$ cat src/rtl/tpi_link_xfer_if.sv
// Bundle of host-side stream and link-pin signals for the TPI byte-transfer engine.
// Host streams: a beat transfers on a clock edge where valid & ready are both 1; valid must
// hold with stable data until then, and ready may change freely between edges.
interface tpi_link_xfer_if;
  logic [7:0] tx_data;
  logic       tx_valid;
  logic       tx_ready;
  logic [7:0] rx_data;
  logic       rx_valid;
  logic       rx_ready;
  logic [7:0] link_din;
  logic [7:0] link_dout;
  logic       link_oe;
  logic       dav_out;
  logic       ack_in;
  logic       dav_in;
  logic       ack_out;
  logic       busy;
  logic       timeout_err;
  logic       err_clear;

  modport master (
    output tx_data, tx_valid, rx_ready, link_din, ack_in, dav_in, err_clear,
    input  tx_ready, rx_data, rx_valid, link_dout, link_oe, dav_out, ack_out, busy, timeout_err
  );

  modport slave (
    input  tx_data, tx_valid, rx_ready, link_din, ack_in, dav_in, err_clear,
    output tx_ready, rx_data, rx_valid, link_dout, link_oe, dav_out, ack_out, busy, timeout_err
  );
endinterface

$ cat src/rtl/tpi_link_xfer.sv
// Half-duplex 4-phase DAV/ACK link engine: TX FIFO to the peer, single-entry RX register
// from the peer, with a per-phase timeout and sticky error flag.
module tpi_link_xfer #(
  parameter int TX_DEPTH       = 4,
  parameter int TIMEOUT_CYCLES = 1024
) (
  input  logic           clock,
  input  logic           reset,
  tpi_link_xfer_if.slave bus,
  output logic [2:0]     dbg_state
);
  localparam int PW = $clog2(TX_DEPTH);
  localparam int CW = $clog2(TIMEOUT_CYCLES);

  typedef enum logic [2:0] {
    IDLE        = 3'd0,
    TX_SETUP    = 3'd1,
    TX_WAIT_ACK = 3'd2,
    TX_WAIT_REL = 3'd3,
    RX_WAIT_REL = 3'd4
  } state_e;

  state_e        state_q, state_d;
  logic          ack_m_q, ack_s_q, dav_m_q, dav_s_q;
  logic [7:0]    mem_q [TX_DEPTH];
  logic [PW-1:0] wr_ptr_q, wr_ptr_d, rd_ptr_q, rd_ptr_d;
  logic [PW:0]   count_q, count_d;
  logic [CW-1:0] tmo_cnt_q, tmo_cnt_d;
  logic [7:0]    rx_data_q, rx_data_d, link_dout_q, link_dout_d;
  logic          tx_ready_q, tx_ready_d, rx_valid_q, rx_valid_d;
  logic          link_oe_q, link_oe_d, dav_out_q, dav_out_d, ack_out_q, ack_out_d;
  logic          busy_q, busy_d, err_q, err_d;
  logic          push, pop, waiting, exit_ok, tmo_fire;

  // A phase that completes on the same cycle the counter expires is treated as completed.
  assign push     = bus.tx_valid & tx_ready_q;
  assign waiting  = (state_q == TX_WAIT_ACK) || (state_q == TX_WAIT_REL) || (state_q == RX_WAIT_REL);
  assign exit_ok  = ((state_q == TX_WAIT_ACK) &&  ack_s_q) ||
                    ((state_q == TX_WAIT_REL) && !ack_s_q) ||
                    ((state_q == RX_WAIT_REL) && !dav_s_q);
  assign tmo_fire = waiting && !exit_ok && (tmo_cnt_q == CW'(TIMEOUT_CYCLES - 1));

  always_ff @(posedge clock) begin
    if (reset) state_q <= IDLE;
    else       state_q <= state_d;
  end

  always_comb begin
    state_d = state_q;
    case (state_q)
      IDLE: begin
        if (dav_s_q && !rx_valid_q)          state_d = RX_WAIT_REL;
        else if (!dav_s_q && count_q != '0)  state_d = TX_SETUP;
      end
      TX_SETUP:    state_d = TX_WAIT_ACK;
      TX_WAIT_ACK: begin
        if (ack_s_q)       state_d = TX_WAIT_REL;
        else if (tmo_fire) state_d = IDLE;
      end
      TX_WAIT_REL,
      RX_WAIT_REL: if (exit_ok || tmo_fire) state_d = IDLE;
      default:     state_d = IDLE;
    endcase
  end

  // Outputs are registered, so each is computed here as the value for the next cycle.
  always_comb begin
    link_oe_d   = 1'b0;
    dav_out_d   = 1'b0;
    ack_out_d   = 1'b0;
    pop         = 1'b0;
    link_dout_d = link_dout_q;
    rx_data_d   = rx_data_q;
    rx_valid_d  = rx_valid_q & ~bus.rx_ready;
    err_d       = tmo_fire | (err_q & ~bus.err_clear);
    busy_d      = (state_d != IDLE);
    tmo_cnt_d   = '0;
    if (waiting && state_d == state_q) tmo_cnt_d = tmo_cnt_q + CW'(1);
    case (state_q)
      IDLE: begin
        if (dav_s_q && !rx_valid_q) begin
          rx_data_d  = bus.link_din;
          rx_valid_d = 1'b1;
          ack_out_d  = 1'b1;
        end
      end
      TX_SETUP: begin
        link_oe_d   = 1'b1;
        link_dout_d = mem_q[rd_ptr_q];
      end
      TX_WAIT_ACK: begin
        link_oe_d = ~tmo_fire;
        dav_out_d = ~ack_s_q & ~tmo_fire;
        pop       = tmo_fire;
      end
      TX_WAIT_REL: begin
        link_oe_d = ack_s_q & ~tmo_fire;
        pop       = ~ack_s_q | tmo_fire;
      end
      RX_WAIT_REL: ack_out_d = dav_s_q & ~tmo_fire;
      default: ;
    endcase
  end

  always_comb begin
    wr_ptr_d = push ? wr_ptr_q + PW'(1) : wr_ptr_q;
    rd_ptr_d = pop  ? rd_ptr_q + PW'(1) : rd_ptr_q;
    count_d  = count_q;
    if (push && !pop)      count_d = count_q + (PW+1)'(1);
    else if (pop && !push) count_d = count_q - (PW+1)'(1);
    tx_ready_d = (count_d != (PW+1)'(TX_DEPTH));
  end

  always_ff @(posedge clock) begin
    if (push) mem_q[wr_ptr_q] <= bus.tx_data;
  end

  always_ff @(posedge clock) begin
    if (reset) begin
      ack_m_q     <= 1'b0;
      ack_s_q     <= 1'b0;
      dav_m_q     <= 1'b0;
      dav_s_q     <= 1'b0;
      wr_ptr_q    <= '0;
      rd_ptr_q    <= '0;
      count_q     <= '0;
      tmo_cnt_q   <= '0;
      rx_data_q   <= '0;
      link_dout_q <= '0;
      tx_ready_q  <= 1'b1;
      rx_valid_q  <= 1'b0;
      link_oe_q   <= 1'b0;
      dav_out_q   <= 1'b0;
      ack_out_q   <= 1'b0;
      busy_q      <= 1'b0;
      err_q       <= 1'b0;
    end else begin
      ack_m_q     <= bus.ack_in;
      ack_s_q     <= ack_m_q;
      dav_m_q     <= bus.dav_in;
      dav_s_q     <= dav_m_q;
      wr_ptr_q    <= wr_ptr_d;
      rd_ptr_q    <= rd_ptr_d;
      count_q     <= count_d;
      tmo_cnt_q   <= tmo_cnt_d;
      rx_data_q   <= rx_data_d;
      link_dout_q <= link_dout_d;
      tx_ready_q  <= tx_ready_d;
      rx_valid_q  <= rx_valid_d;
      link_oe_q   <= link_oe_d;
      dav_out_q   <= dav_out_d;
      ack_out_q   <= ack_out_d;
      busy_q      <= busy_d;
      err_q       <= err_d;
    end
  end

  assign bus.tx_ready    = tx_ready_q;
  assign bus.rx_data     = rx_data_q;
  assign bus.rx_valid    = rx_valid_q;
  assign bus.link_dout   = link_dout_q;
  assign bus.link_oe     = link_oe_q;
  assign bus.dav_out     = dav_out_q;
  assign bus.ack_out     = ack_out_q;
  assign bus.busy        = busy_q;
  assign bus.timeout_err = err_q;
  assign dbg_state       = state_q;
endmodule

$ cat src/flat_wrapper.sv
// flat-port wrapper written by rule: the top's interface ports become plain ports
module tpi_link_xfer_flat 
#(
  parameter int TX_DEPTH       = 4,
  parameter int TIMEOUT_CYCLES = 1024
)
  (clock, reset, dbg_state, bus_tx_data, bus_tx_valid, bus_rx_ready, bus_link_din, bus_ack_in, bus_dav_in, bus_err_clear, bus_tx_ready, bus_rx_data, bus_rx_valid, bus_link_dout, bus_link_oe, bus_dav_out, bus_ack_out, bus_busy, bus_timeout_err);
  tpi_link_xfer_if bus_i ();
  input  logic clock;
  input  logic reset;
  output logic [2:0] dbg_state;
  input wire logic [$bits(bus_i.tx_data)-1:0] bus_tx_data;
  input wire logic [$bits(bus_i.tx_valid)-1:0] bus_tx_valid;
  input wire logic [$bits(bus_i.rx_ready)-1:0] bus_rx_ready;
  input wire logic [$bits(bus_i.link_din)-1:0] bus_link_din;
  input wire logic [$bits(bus_i.ack_in)-1:0] bus_ack_in;
  input wire logic [$bits(bus_i.dav_in)-1:0] bus_dav_in;
  input wire logic [$bits(bus_i.err_clear)-1:0] bus_err_clear;
  output wire logic [$bits(bus_i.tx_ready)-1:0] bus_tx_ready;
  output wire logic [$bits(bus_i.rx_data)-1:0] bus_rx_data;
  output wire logic [$bits(bus_i.rx_valid)-1:0] bus_rx_valid;
  output wire logic [$bits(bus_i.link_dout)-1:0] bus_link_dout;
  output wire logic [$bits(bus_i.link_oe)-1:0] bus_link_oe;
  output wire logic [$bits(bus_i.dav_out)-1:0] bus_dav_out;
  output wire logic [$bits(bus_i.ack_out)-1:0] bus_ack_out;
  output wire logic [$bits(bus_i.busy)-1:0] bus_busy;
  output wire logic [$bits(bus_i.timeout_err)-1:0] bus_timeout_err;
  assign bus_i.tx_data = bus_tx_data;
  assign bus_i.tx_valid = bus_tx_valid;
  assign bus_i.rx_ready = bus_rx_ready;
  assign bus_i.link_din = bus_link_din;
  assign bus_i.ack_in = bus_ack_in;
  assign bus_i.dav_in = bus_dav_in;
  assign bus_i.err_clear = bus_err_clear;
  assign bus_tx_ready = bus_i.tx_ready;
  assign bus_rx_data = bus_i.rx_data;
  assign bus_rx_valid = bus_i.rx_valid;
  assign bus_link_dout = bus_i.link_dout;
  assign bus_link_oe = bus_i.link_oe;
  assign bus_dav_out = bus_i.dav_out;
  assign bus_ack_out = bus_i.ack_out;
  assign bus_busy = bus_i.busy;
  assign bus_timeout_err = bus_i.timeout_err;
  tpi_link_xfer #(.TX_DEPTH(TX_DEPTH), .TIMEOUT_CYCLES(TIMEOUT_CYCLES)) u_core (.clock(clock), .reset(reset), .bus(bus_i), .dbg_state(dbg_state));
endmodule
$ cat config.mk
export PLATFORM = sky130hd
export DESIGN_NAME = tpi_link_xfer_flat
export DESIGN_NICKNAME = d
export VERILOG_FILES = /design/src/rtl/tpi_link_xfer_if.sv /design/src/rtl/tpi_link_xfer.sv /design/src/flat_wrapper.sv
export SDC_FILE = /design/constraint.sdc
export NUM_CORES = 1
export LEC_CHECK = 0
export BUFFER_PORTS_ARGS = -buffer_cell sky130_fd_sc_hd__buf_2
export CAP_MARGIN = 40
export CORE_MARGIN = 2
export CORE_UTILIZATION = 59
export DETAILED_ROUTE_END_ITERATION = 6
export HOLD_SLACK_MARGIN = 0.1
export PLACE_DENSITY_LB_ADDON = 0.05
export REMOVE_ABC_BUFFERS = 1
export SLEW_MARGIN = 10
export SYNTH_ARGS = -nofsm -noshare
export SYNTH_HDL_FRONTEND = slang
export SYNTH_SLANG_ARGS = --single-unit
export TNS_END_PERCENT = 1
$ cat constraint.sdc
create_clock -name clock -period 4.8 [get_ports clock]
set_clock_uncertainty 0.05 [all_clocks]
set_input_delay 0.72 -clock clock [delete_from_list [all_inputs] [get_ports clock]]
set_output_delay 0.72 -clock clock [all_outputs]
set_load 0.05 [all_outputs]
==> metrics.txt <==
sequential cell area fraction in the yosys report 0.592; Clock Sink Count 79; Clock transition at path regs 0.08 ns; CP endpoint kind flip-flop; Mapped Area roughly 3200 um2; achievable clock frequency just under 500 MHz; first-pass GRT wire length roughly 8700 um; CTS H-tree depth 3; final period utilization 0.429; RSZ-0062 raised after global routing no; die footprint 6050 um2; Ys Warns 0; Mean Syn Cell Area between 10 and 15 um2; sw power 0.400 mW; area leader, netlist edfxtp_1; Critical Path Source Type flip-flop; DRT iter0 DRCs 104; initial antenna violation count 0; Pleak between 1 and 1.5 nW; Final Instance Count excl. Fillers between 300 and 400; Slew @ Worst Pin just under 0.7 ns; GRT overflow 0; EDFF count, synth 32; sequence of cells on the critical path nor2_1 -> nand3_1 -> nand2_1 -> a211o_1 -> nor2_1; post-synthesis simple-gate area fraction 0.152; Switching Fraction 0.277; Slowest-stage cell, CP nand3_1; router iterations before antenna repair 4; post-CTS sizing 0; TritonCTS clock tree yes; Final Slew Violations 0; share of post-route cells with drive strength above 1 0.248; Yosys top cell area share 0.299; minimum clock period after layout roughly 2 ns; min-delay worst type reg -> reg; status complete, no violations; crit path DAT 2.24 ns; drt total wl a little over 5000 um; CP Data Required Time 4.98 ns; Setup Crit Path Kind reg -> reg; fraction of registers with async set/reset 0; Area Growth Syn to Fin 14.5%; Setup TNS 0 ns; Sequential Power Share 0.521; Worst slew margin 0.550; Compound-Gate Fraction of Synth Area 0.0685; Largest stage delay, worst path 0.53 ns; Yosys cell types 42; CP max FO 11; Final nets around 350; Initial Utilization 0.621; Global Route Usage Sum 0.189; cell-internal power about 1.0 mW; row count 26; gp weighted congestion about 0.8; mux share of post-synthesis cell area 0.0907; Die Y approximately 80 um; CTS Hold Bufs 0; pre-CTS setup slack approximately 2.8 ns; Longest Clk Path Bufs 2; via/cell ratio 5.25; number of max-cap violations 0; FF+latch count, synth 79; most used cell, CP nor2_1; top_reg_cell synth dfxtp_1; largest cells by area after synthesis edfxtp_1 30%, dfxtp_1 29%, mux4_2 5.6%; largest net degree at the start of global routing 39; Root Buffer clkbuf_8; main combinational cell family by area after synthesis simple AND/OR/NAND/NOR gates; Port-buffer cells 48; Final HPWL DP 3540 um; vias in the first global route 1999; core area between 5000 and 6000 um2; CTS Buf Count 9; total power between 1 and 1.5 mW; endpoints failing setup 0; pwr/cell area 393 nW/um2; fraction of power consumed by the clock network 0.351; # Post-CTS Setup Buffers 0; I/O pin count 49; peak supply drop roughly 0.00032 V; worst-skew pair later-pin latency between 0.3 and 0.4 ns; Antenna Nets Post-Route 0; Final Hold Fails 0; post-synthesis xor/xnor area fraction 0.0343; Residual DRC 0; DR vias a little over 2000; drt wl/cell ~13 um; Gate power share 0.128; Die Wd roughly 78 um; Mapped Cells 273; adder-cell share of the synthesized area 0.0312; final worst slack roughly 2.7 ns; placed cell count around 380; fillers 389; Antenna Cells 0
-- power groups by stage --
| stage | clock [mW] | combinational (mW) | sequential (mW) |
|---|---|---|---|
| finish | 0.508 | 0.185 | 0.754 |
| global route | 0.550 | 0.201 | 0.758 |
| CTS | 0.521 | 0.186 | 0.754 |
| detailed placement | 0 | 0.185 | 0.769 |
| global placement | 0 | 0.183 | 0.768 |
| floorplan | 0 | 0.0843 | 0.817 |
-- cells in the final DEF, fill, tap and decap left out, drive strengths merged, types with 2 or more instances in the layout --
| cell | instances |
|---|---|
| a2111oi | 2 |
| a21oi | 15 |
| a31oi | 8 |
| and2 | 2 |
| and3 | 4 |
| and4 | 2 |
| buf | 48 |
| clkbuf | 9 |
| dfxtp | 47 |
| edfxtp | 32 |
| ha | 8 |
| inv | 14 |
| mux2i | 10 |
| mux4 | 8 |
| nand2 | 31 |
| nand2b | 7 |
| nand3 | 8 |
| nor2 | 32 |
| nor2b | 5 |
| nor3 | 2 |
| nor4 | 2 |
| o21ai | 2 |
| xnor2 | 4 |
| xor2 | 6 |
-- cell families (layout without fill, tap and decap cells) --
kind of cell	Yosys count	count (layout)
AND/OR/NAND/NOR	100	100
adder cells (fa/ha/maj)	8	8
buffers and inverters	22	72
XOR/XNOR	11	11
multiplexers	19	19
AO/OA/AOI/OAI	34	34
flip-flops	79	79
-- cell type report --
class	count	area, um2	area share
flip-flops and latches	79	1900	0.517
multi-input cells	172	1210	0.329
repair buffers	48	240	0.0653
clock buffers	9	124	0.0337
well taps	70	87.6	0.0238
clock inverters	7	85.1	0.0231
inverters	8	30.0	0.00816
-- path summary, 6_finish.rpt --
check	start	end	slack, ns	cells after the start
worst min register to register	u_core.dav_m_q$_SDFF_PP0_	u_core.dav_s_q$_SDFF_PP0_	0.41	1
worst min-delay path	u_core.dav_m_q$_SDFF_PP0_	u_core.dav_s_q$_SDFF_PP0_	0.41	1
worst max-delay path	u_core.dbg_state[1]$_SDFF_PP0_	u_core.tmo_cnt_q[7]$_SDFF_PP0_	2.74	5
worst max register to register	u_core.dbg_state[1]$_SDFF_PP0_	u_core.tmo_cnt_q[7]$_SDFF_PP0_	2.74	5
-- state kept, by name, indices dropped and copies added (netlist names) --
register	count
u_core.count_q	3
u_core.bus.dav_out	1
u_core.mem_q	32
u_core.bus.tx_ready	1
u_core.bus.link_dout	8
u_core.bus.busy	1
u_core.bus.rx_data	8
u_core.wr_ptr_q	2
u_core.bus.link_oe	1
u_core.tmo_cnt_q	10
u_core.rd_ptr_q	2
u_core.ack_s_q	1
u_core.dav_m_q	1
u_core.bus.rx_valid	1
u_core.bus.timeout_err	1
u_core.dbg_state	3
u_core.dav_s_q	1
u_core.ack_m_q	1
u_core.bus.ack_out	1
-- synthesized netlist by cell type, types with 2 or more instances --
master	number
nor4_1	2
nor2_1	32
xor2_1	6
a2111oi_2	2
mux2i_1	10
nand2b_1	7
and3_1	4
buf_2	5
inv_1	8
edfxtp_1	32
and2_1	2
xnor2_1	4
nand3_1	7
dfxtp_1	47
clkbuf_1	7
nor2b_1	4
nor3_1	2
a21oi_1	15
mux4_2	8
a31oi_1	8
ha_1	8
o21ai_0	2
and4_4	2
nand2_1	31
-- layer usage --
layer,share of wire,vias to the layer above,track usage
met2,0.49,61,0.332
met5,0,-,0
met1,0.43,947,0.214
met3,0.061,7,0.0674
met4,0.014,0,0.0589
li1,-,1049,-
-- critical path: cells and delay by family (launching register included) --
family	cells	cell delay, ns
DFF	1	0.43
and+or+nand+nor	4	1.14
AOI/OAI and AO/OA	1	0.31
-- per-stage QoR --
stage	hold WS (ns)	util	cell area [um2]
finish	0.407	0.711	3680
global route	0.421	0.711	3680
CTS	0.415	0.711	3680
detailed placement	0.396	0.671	3470
global placement	0.370	0.671	3470
floorplan	0.364	-	3140
Note: power is estimated with default switching activity, not from simulation.
